File: src/rtl/adder_pkg.sv
// Shared types and opcode decode helpers for the pipelined adder.
`ifndef XLEN
`define XLEN 32
`endif

package adder_pkg;

    typedef enum logic [2:0] {
        OP_ADD  = 3'd0,
        OP_SUB  = 3'd1,
        OP_ADC  = 3'd2,
        OP_SBC  = 3'd3,
        OP_SLT  = 3'd4,
        OP_SLTU = 3'd5
    } adder_op_e;

    typedef struct packed {
        logic n;
        logic z;
        logic c;
        logic v;
    } adder_flags_t;

    // Subtract-like ops feed the inverted B operand into the chain.
    function automatic logic op_binv(input logic [2:0] op);
        case (op)
            OP_SUB, OP_SBC, OP_SLT, OP_SLTU: return 1'b1;
            default:                         return 1'b0;
        endcase
    endfunction

    // Reserved opcodes fall through to the ADD carry-in of zero.
    function automatic logic op_cin(input logic [2:0] op, input logic cin);
        case (op)
            OP_ADC, OP_SBC:          return cin;
            OP_SUB, OP_SLT, OP_SLTU: return 1'b1;
            default:                 return 1'b0;
        endcase
    endfunction

endpackage

File: src/rtl/adder_slice.sv
// Combinational W-bit carry slice; one instance per pipeline stage.
module adder_slice
    import adder_pkg::*;
#(
    parameter int W = 16
) (
    input  logic [W-1:0] a,
    input  logic [W-1:0] b,
    input  logic         ci,
    output logic [W-1:0] sum,
    output logic         co,
    output logic         zero,
    output logic         msb
);

    assign {co, sum} = {1'b0, a} + {1'b0, b} + {{W{1'b0}}, ci};
    assign zero      = (sum == {W{1'b0}});
    assign msb       = sum[W-1];

endmodule

File: src/rtl/adder_pipe.sv
// Pipelined XLEN-bit add/sub/compare: one carry slice per stage, valid/ready
// handshake with whole-pipe stall, synchronous flush and n/z/c/v flags.
module adder_pipe
    import adder_pkg::*;
#(
    parameter int XLEN   = `XLEN,
    parameter int STAGES = 2
) (
    input  logic            clk,
    input  logic            rst_n,
    input  logic            in_valid,
    output logic            in_ready,
    input  logic [2:0]      op,
    input  logic [XLEN-1:0] a,
    input  logic [XLEN-1:0] b,
    input  logic            cin,
    input  logic            flush,
    output logic            out_valid,
    input  logic            out_ready,
    output logic [XLEN-1:0] result,
    output logic            n,
    output logic            z,
    output logic            c,
    output logic            v
);

    localparam int W = XLEN / STAGES;

    logic            adv_s;
    logic            out_valid_r;
    logic [XLEN-1:0] result_r;
    adder_flags_t    flags_r;

    assign adv_s     = !out_valid_r || out_ready;
    assign in_ready  = adv_s;
    assign out_valid = out_valid_r;
    assign result    = result_r;
    assign n         = flags_r.n;
    assign z         = flags_r.z;
    assign c         = flags_r.c;
    assign v         = flags_r.v;

    // as_* holds finished sum bits below slice k and untouched A bits above;
    // bx_* holds only the (possibly inverted) B bits not yet consumed.
    for (genvar k = 0; k < STAGES; k++) begin : g_stage
        localparam int BXW = XLEN - k * W;

        logic            v_in_s;
        logic [2:0]      op_in_s;
        logic [XLEN-1:0] as_in_s;
        logic [BXW-1:0]  bx_in_s;
        logic            c_in_s;
        logic            z_in_s;
        logic [W-1:0]    slice_sum_s;
        logic            slice_co_s;
        logic            slice_zero_s;
        logic [XLEN-1:0] as_out_s;

        if (k == 0) begin : g_first
            assign v_in_s  = in_valid;
            assign op_in_s = op;
            assign as_in_s = a;
            assign bx_in_s = op_binv(op) ? ~b : b;
            assign c_in_s  = op_cin(op, cin);
            assign z_in_s  = 1'b1;
        end else begin : g_next
            assign v_in_s  = g_stage[k-1].g_reg.v_r;
            assign op_in_s = g_stage[k-1].g_reg.op_r;
            assign as_in_s = g_stage[k-1].g_reg.as_r;
            assign bx_in_s = g_stage[k-1].g_reg.bx_r;
            assign c_in_s  = g_stage[k-1].g_reg.c_r;
            assign z_in_s  = g_stage[k-1].g_reg.z_r;
        end

        // Splice this slice's sum over the A bits it just consumed.
        always_comb begin
            as_out_s              = as_in_s;
            as_out_s[k*W +: W]    = slice_sum_s;
        end

        if (k < STAGES - 1) begin : g_reg
            logic                  v_r;
            logic [2:0]            op_r;
            logic [XLEN-1:0]       as_r;
            logic [BXW-W-1:0]      bx_r;
            logic                  c_r;
            logic                  z_r;
            logic                  unused_msb_s;

            adder_slice #(.W(W)) u_slice (
                .a    (as_in_s[k*W +: W]),
                .b    (bx_in_s[W-1:0]),
                .ci   (c_in_s),
                .sum  (slice_sum_s),
                .co   (slice_co_s),
                .zero (slice_zero_s),
                .msb  (unused_msb_s)
            );

            // Intermediate stage register; flush kills validity, stall holds.
            always_ff @(posedge clk or negedge rst_n) begin
                if (!rst_n) begin
                    v_r  <= 1'b0;
                    op_r <= 3'd0;
                    as_r <= {XLEN{1'b0}};
                    bx_r <= {(BXW-W){1'b0}};
                    c_r  <= 1'b0;
                    z_r  <= 1'b0;
                end else if (flush) begin
                    v_r  <= 1'b0;
                end else if (adv_s) begin
                    v_r  <= v_in_s;
                    op_r <= op_in_s;
                    as_r <= as_out_s;
                    bx_r <= bx_in_s[BXW-1:W];
                    c_r  <= slice_co_s;
                    z_r  <= z_in_s & slice_zero_s;
                end
            end
        end else begin : g_last
            logic         msb_s;
            adder_flags_t flags_s;
            logic [XLEN-1:0] res_s;

            adder_slice #(.W(W)) u_slice (
                .a    (as_in_s[k*W +: W]),
                .b    (bx_in_s[W-1:0]),
                .ci   (c_in_s),
                .sum  (slice_sum_s),
                .co   (slice_co_s),
                .zero (slice_zero_s),
                .msb  (msb_s)
            );

            // bx msb already carries binv, so equal signs here mean the
            // effective addends agree and a sign change is an overflow.
            always_comb begin
                flags_s.n = msb_s;
                flags_s.z = z_in_s & slice_zero_s;
                flags_s.c = slice_co_s;
                flags_s.v = (as_in_s[XLEN-1] ^ msb_s) & ~(as_in_s[XLEN-1] ^ bx_in_s[W-1]);
                case (op_in_s)
                    OP_SLT:  res_s = {{(XLEN-1){1'b0}}, flags_s.n ^ flags_s.v};
                    OP_SLTU: res_s = {{(XLEN-1){1'b0}}, ~flags_s.c};
                    default: res_s = as_out_s;
                endcase
            end

            // Output register doubles as the final pipeline stage.
            always_ff @(posedge clk or negedge rst_n) begin
                if (!rst_n) begin
                    out_valid_r <= 1'b0;
                    result_r    <= {XLEN{1'b0}};
                    flags_r     <= '{n: 1'b0, z: 1'b0, c: 1'b0, v: 1'b0};
                end else if (flush) begin
                    out_valid_r <= 1'b0;
                end else if (adv_s) begin
                    out_valid_r <= v_in_s;
                    result_r    <= res_s;
                    flags_r     <= flags_s;
                end
            end
        end
    end

endmodule

File: config.mk
export PLATFORM = sky130hd
export DESIGN_NAME = adder_pipe
export DESIGN_NICKNAME = d
export VERILOG_FILES = /design/src/rtl/adder_pkg.sv /design/src/rtl/adder_slice.sv /design/src/rtl/adder_pipe.sv
export SDC_FILE = /design/constraint.sdc
export NUM_CORES = 1
export LEC_CHECK = 0
export ABC_AREA = 1
export BUFFER_PORTS_ARGS = -buffer_cell sky130_fd_sc_hd__buf_2
export CORE_MARGIN = 10
export CORE_UTILIZATION = 35
export DETAILED_ROUTE_END_ITERATION = 8
export HOLD_SLACK_MARGIN = 0.06
export REMOVE_ABC_BUFFERS = 1
export SETUP_SLACK_MARGIN = 0.4
export SLEW_MARGIN = 20
export SYNTH_ARGS = -nofsm -noshare
export SYNTH_HDL_FRONTEND = slang
export SYNTH_SLANG_ARGS = --single-unit
File: constraint.sdc
create_clock -name clk -period 2.7 [get_ports clk]
set_input_delay 0.135 -clock clk [delete_from_list [all_inputs] [get_ports clk]]
set_output_delay 0.135 -clock clk [all_outputs]
set_load 0.005 [all_outputs]
==> impl_results.md <==
- Core area: 0.0159 sq mm
- Crit path max fanout: 3
- IO Pins: 111
- Num Clock Sinks: 91
- Post-place setup slack: 0.0775 ns
- Routed vias: 5,073
- Leading area contributor after synthesis: dfrtp_1
- Synth top area share: 0.399
- Worst setup margin: 0.447 ns
- Arr. time, crit path: 2.54 ns
- Simple-Gate Fraction of Synth Area: 0.296
- P&R area growth vs syn: 25.4%
- Reg2reg path depth: 14
- Pwr dens: 679 mW/mm^2
- Power Total: 4.87 mW
- Residual DRC: 0
- Synth Area in Compound Gates: 0.0907
- Clock latency on the worst-skew pair: 0.36 ns
- Vias in the first global route: 5,223
- Final Skew: 0.00902 ns
- Hold depth: 3
- All-Layer GR Usage: 0.143
- Initial Util: 0.358
- Pin count of the biggest net entering global routing: 56
- Crit path launch type: flip-flop
- Synth unique cells: 36
- Clock transition at path regs: 0.07 ns
- TritonCTS buffer count: 9
- Critical path type: flip-flop to flip-flop
- Overflow after GRT: 0
- Htree depth: 3
- DR WL/cell: 13.3 um
- ANT nets after route: 0
- Synthesis-stage register bit count: 91
- Placer Congestion: 0.862
- Worst slew pin tran: 0.523 ns
- Mux contribution to synthesized area: 0
- Synth top area cells: dfrtp_1, nand2_1, ha_1
- Starting DRT DRC Count: 226
- Crit share post-route: 0.835
- # diodes: 0
- Reg2reg end: z$_DFFE_PN0P_
- Routed WL: 15,000 um
- Fin util: 0.449
- Via/cell ratio: 4.49
- Final hold vios: 0
- Row cnt: 46
- Fmax: 444 MHz
- First-pass GRT wire length: 25,400 um
- Final min period: 2.25 ns
- WHS Endpoint: g_stage[0].g_reg.bx_r[13]$_DFFE_PN0P_
- Finished Cell Area: 0.00716 sq mm
- Share of cells above drive strength 1: 0.191
- Final nets: 1,015
- WHS: 0.0721 ns
- Mean Syn Cell Area: 7.42 sq um
- Synthesis Warnings: 0
- Adder-cell share of the synthesized area: 0.0797
- Detailed Routing Iterations Pass 1: 4
- Relative slew margins: 0.652
- Post-synthesis sequential area ratio: 0.399
- Max-Cap Viols: 0
- Main combinational cell family by area after synthesis: simple AND/OR/NAND/NOR gates
- Die H: 148 um
- Final setup fails: 0
- Initial antenna violation count: 0
- Run status: finished clean
- Placed insts: 1,086
- Worst Hold Class: input port to flip-flop
- Post-DP Area: 0.00653 sq mm
- Die X: 148 um
- Clock root buffer: clkbuf_16
- Reg2reg start: g_stage[0].g_reg.c_r$_DFFE_PN0P_
- Fillers: 1,670
- CTS tree: yes
- R2r setup slk: 0.45 ns
- PortBufs: 110
- RSZ-0062 raised after global routing: yes
- Hold path start: b[29]
- Clock buffer depth: 2
- LEAKAGE: 3.90 nW
- Crit end category: flip-flop
- Final HPWL DP: 11,700 um
- Fin. max-slew vios: 0
- Synth Cell Area: 0.00571 sq mm
- Mapped Cells: 770
- Req. time, crit path: 2.99 ns
- Setup TNS: 0 ns
- Full die area: 0.0218 sq mm
- XOR/XNOR Fraction of Synth Area: 0.0567
- Max VDD drop: 0.250 mV
- Final Non-Filler Cells: 1,129
==> repair_timing <==
item                       CTS  global route
pin swaps                    1             4
gates resized for setup      3            20
hold buffers                24             0
setup endpoints to repair    1             9
hold endpoints to repair    61             0
buffers inserted             0             3
==> where the power goes <==
group	switching, mW	internal [mW]	leakage [nW]
registers	0.173	1.65	1.12
logic	1.02	0.730	2.63
clock network	0.567	0.728	0.140
==> registers in the layout, summed over array words and instances (netlist names) <==
signal	count
g_stage.g_reg.op_r	3
z	1
c	1
g_stage.g_reg.z_r	1
g_stage.g_reg.bx_r	16
g_stage.g_reg.as_r	32
g_stage.g_reg.v_r	1
result	32
out_valid	1
v	1
g_stage.g_reg.c_r	1
n	1
==> how the worst max path moves through the flow <==
| stage | from | to | slack (ns) |
|---|---|---|---|
| after global routing | g_stage[0].g_reg.as_r[16]$_DFFE_PN0P_ | z$_DFFE_PN0P_ | 0.32 |
| after detailed placement | op[2] | g_stage[0].g_reg.z_r$_DFFE_PN0P_ | 0.08 |
| after floorplan | out_valid$_DFFE_PN0P_ | result[19]$_DFFE_PN0P_ | -0.75 |
| after CTS | g_stage[0].g_reg.c_r$_DFFE_PN0P_ | z$_DFFE_PN0P_ | 0.43 |
| after global placement | op[2] | g_stage[0].g_reg.z_r$_DFFE_PN0P_ | 0.14 |
| final | g_stage[0].g_reg.c_r$_DFFE_PN0P_ | z$_DFFE_PN0P_ | 0.45 |
==> cells in the mapped netlist, drive strengths merged <==
cell,instances
buf,14
dfrtp,91
nand3b,8
xnor2,20
a21oi,21
o21bai,1
a22o,14
o21a,1
xor2,17
ha,30
nand4,6
or2,1
and2,2
nand2,300
clkbuf,6
a31oi,6
fa,4
o211ai,1
nor3,5
o22ai,1
o21ai,41
a211oi,1
a21o,1
nand3,38
and3,1
inv,90
nor2,49
==> cell type report <==
class / count / area (sq um) / area share
clock buffer: 10 / 229 / 0.0320
clock inverter: 6 / 71.3 / 0.00995
inverter: 90 / 338 / 0.0472
multi-input combinational: 569 / 3060 / 0.428
sequential: 91 / 2280 / 0.318
tap: 216 / 270 / 0.0377
timing repair buffer: 147 / 915 / 0.128
==> cells by family after synthesis <==
group / after synthesis
buffers and inverters: 110
flip-flops: 91
adder cells (fa/ha/maj): 34
AO/OA/AOI/OAI: 88
AND/OR/NAND/NOR: 410
XOR/XNOR: 37
==> placed cells by master (no fill, tap or decap), drive strengths merged, types with 6 or more instances in the layout <==
| cell | Yosys | final |
|---|---|---|
| xor2 | 17 | 17 |
| buf | 14 | 123 |
| nand2 | 300 | 300 |
| a22o | 14 | 14 |
| ha | 30 | 30 |
| nand3b | 8 | 8 |
| nand3 | 38 | 38 |
| xnor2 | 20 | 20 |
| nor2 | 49 | 49 |
| a21oi | 21 | 21 |
| nand4 | 6 | 6 |
| inv | 90 | 93 |
| dlygate4sd3 | 0 | 24 |
| clkbuf | 6 | 10 |
| a31oi | 6 | 6 |
| dfrtp | 91 | 91 |
| o21ai | 41 | 41 |
==> layer usage <==
metal / global-route usage / part of all wire
met3: 0.0388 / 0.046
met1: 0.175 / 0.46
met4: 0.0377 / 0.011
met5: 0 / 0
met2: 0.243 / 0.48
==> critical path, cell delays in order, from the launching register on <==
cell and delay [ns]:
dfrtp_1 0.40, fa_2 0.26, inv_2 0.05, fa_2 0.36, nand3b_1 0.22, nand2_2 0.14, buf_6 0.11, nand2_2 0.04
nand2_2 0.07, nand3_2 0.07, nor2_1 0.09, nand3_1 0.10, nor2_1 0.13, nand3_1 0.08, nand2_1 0.06
Note: power is estimated with default switching activity, not from simulation.
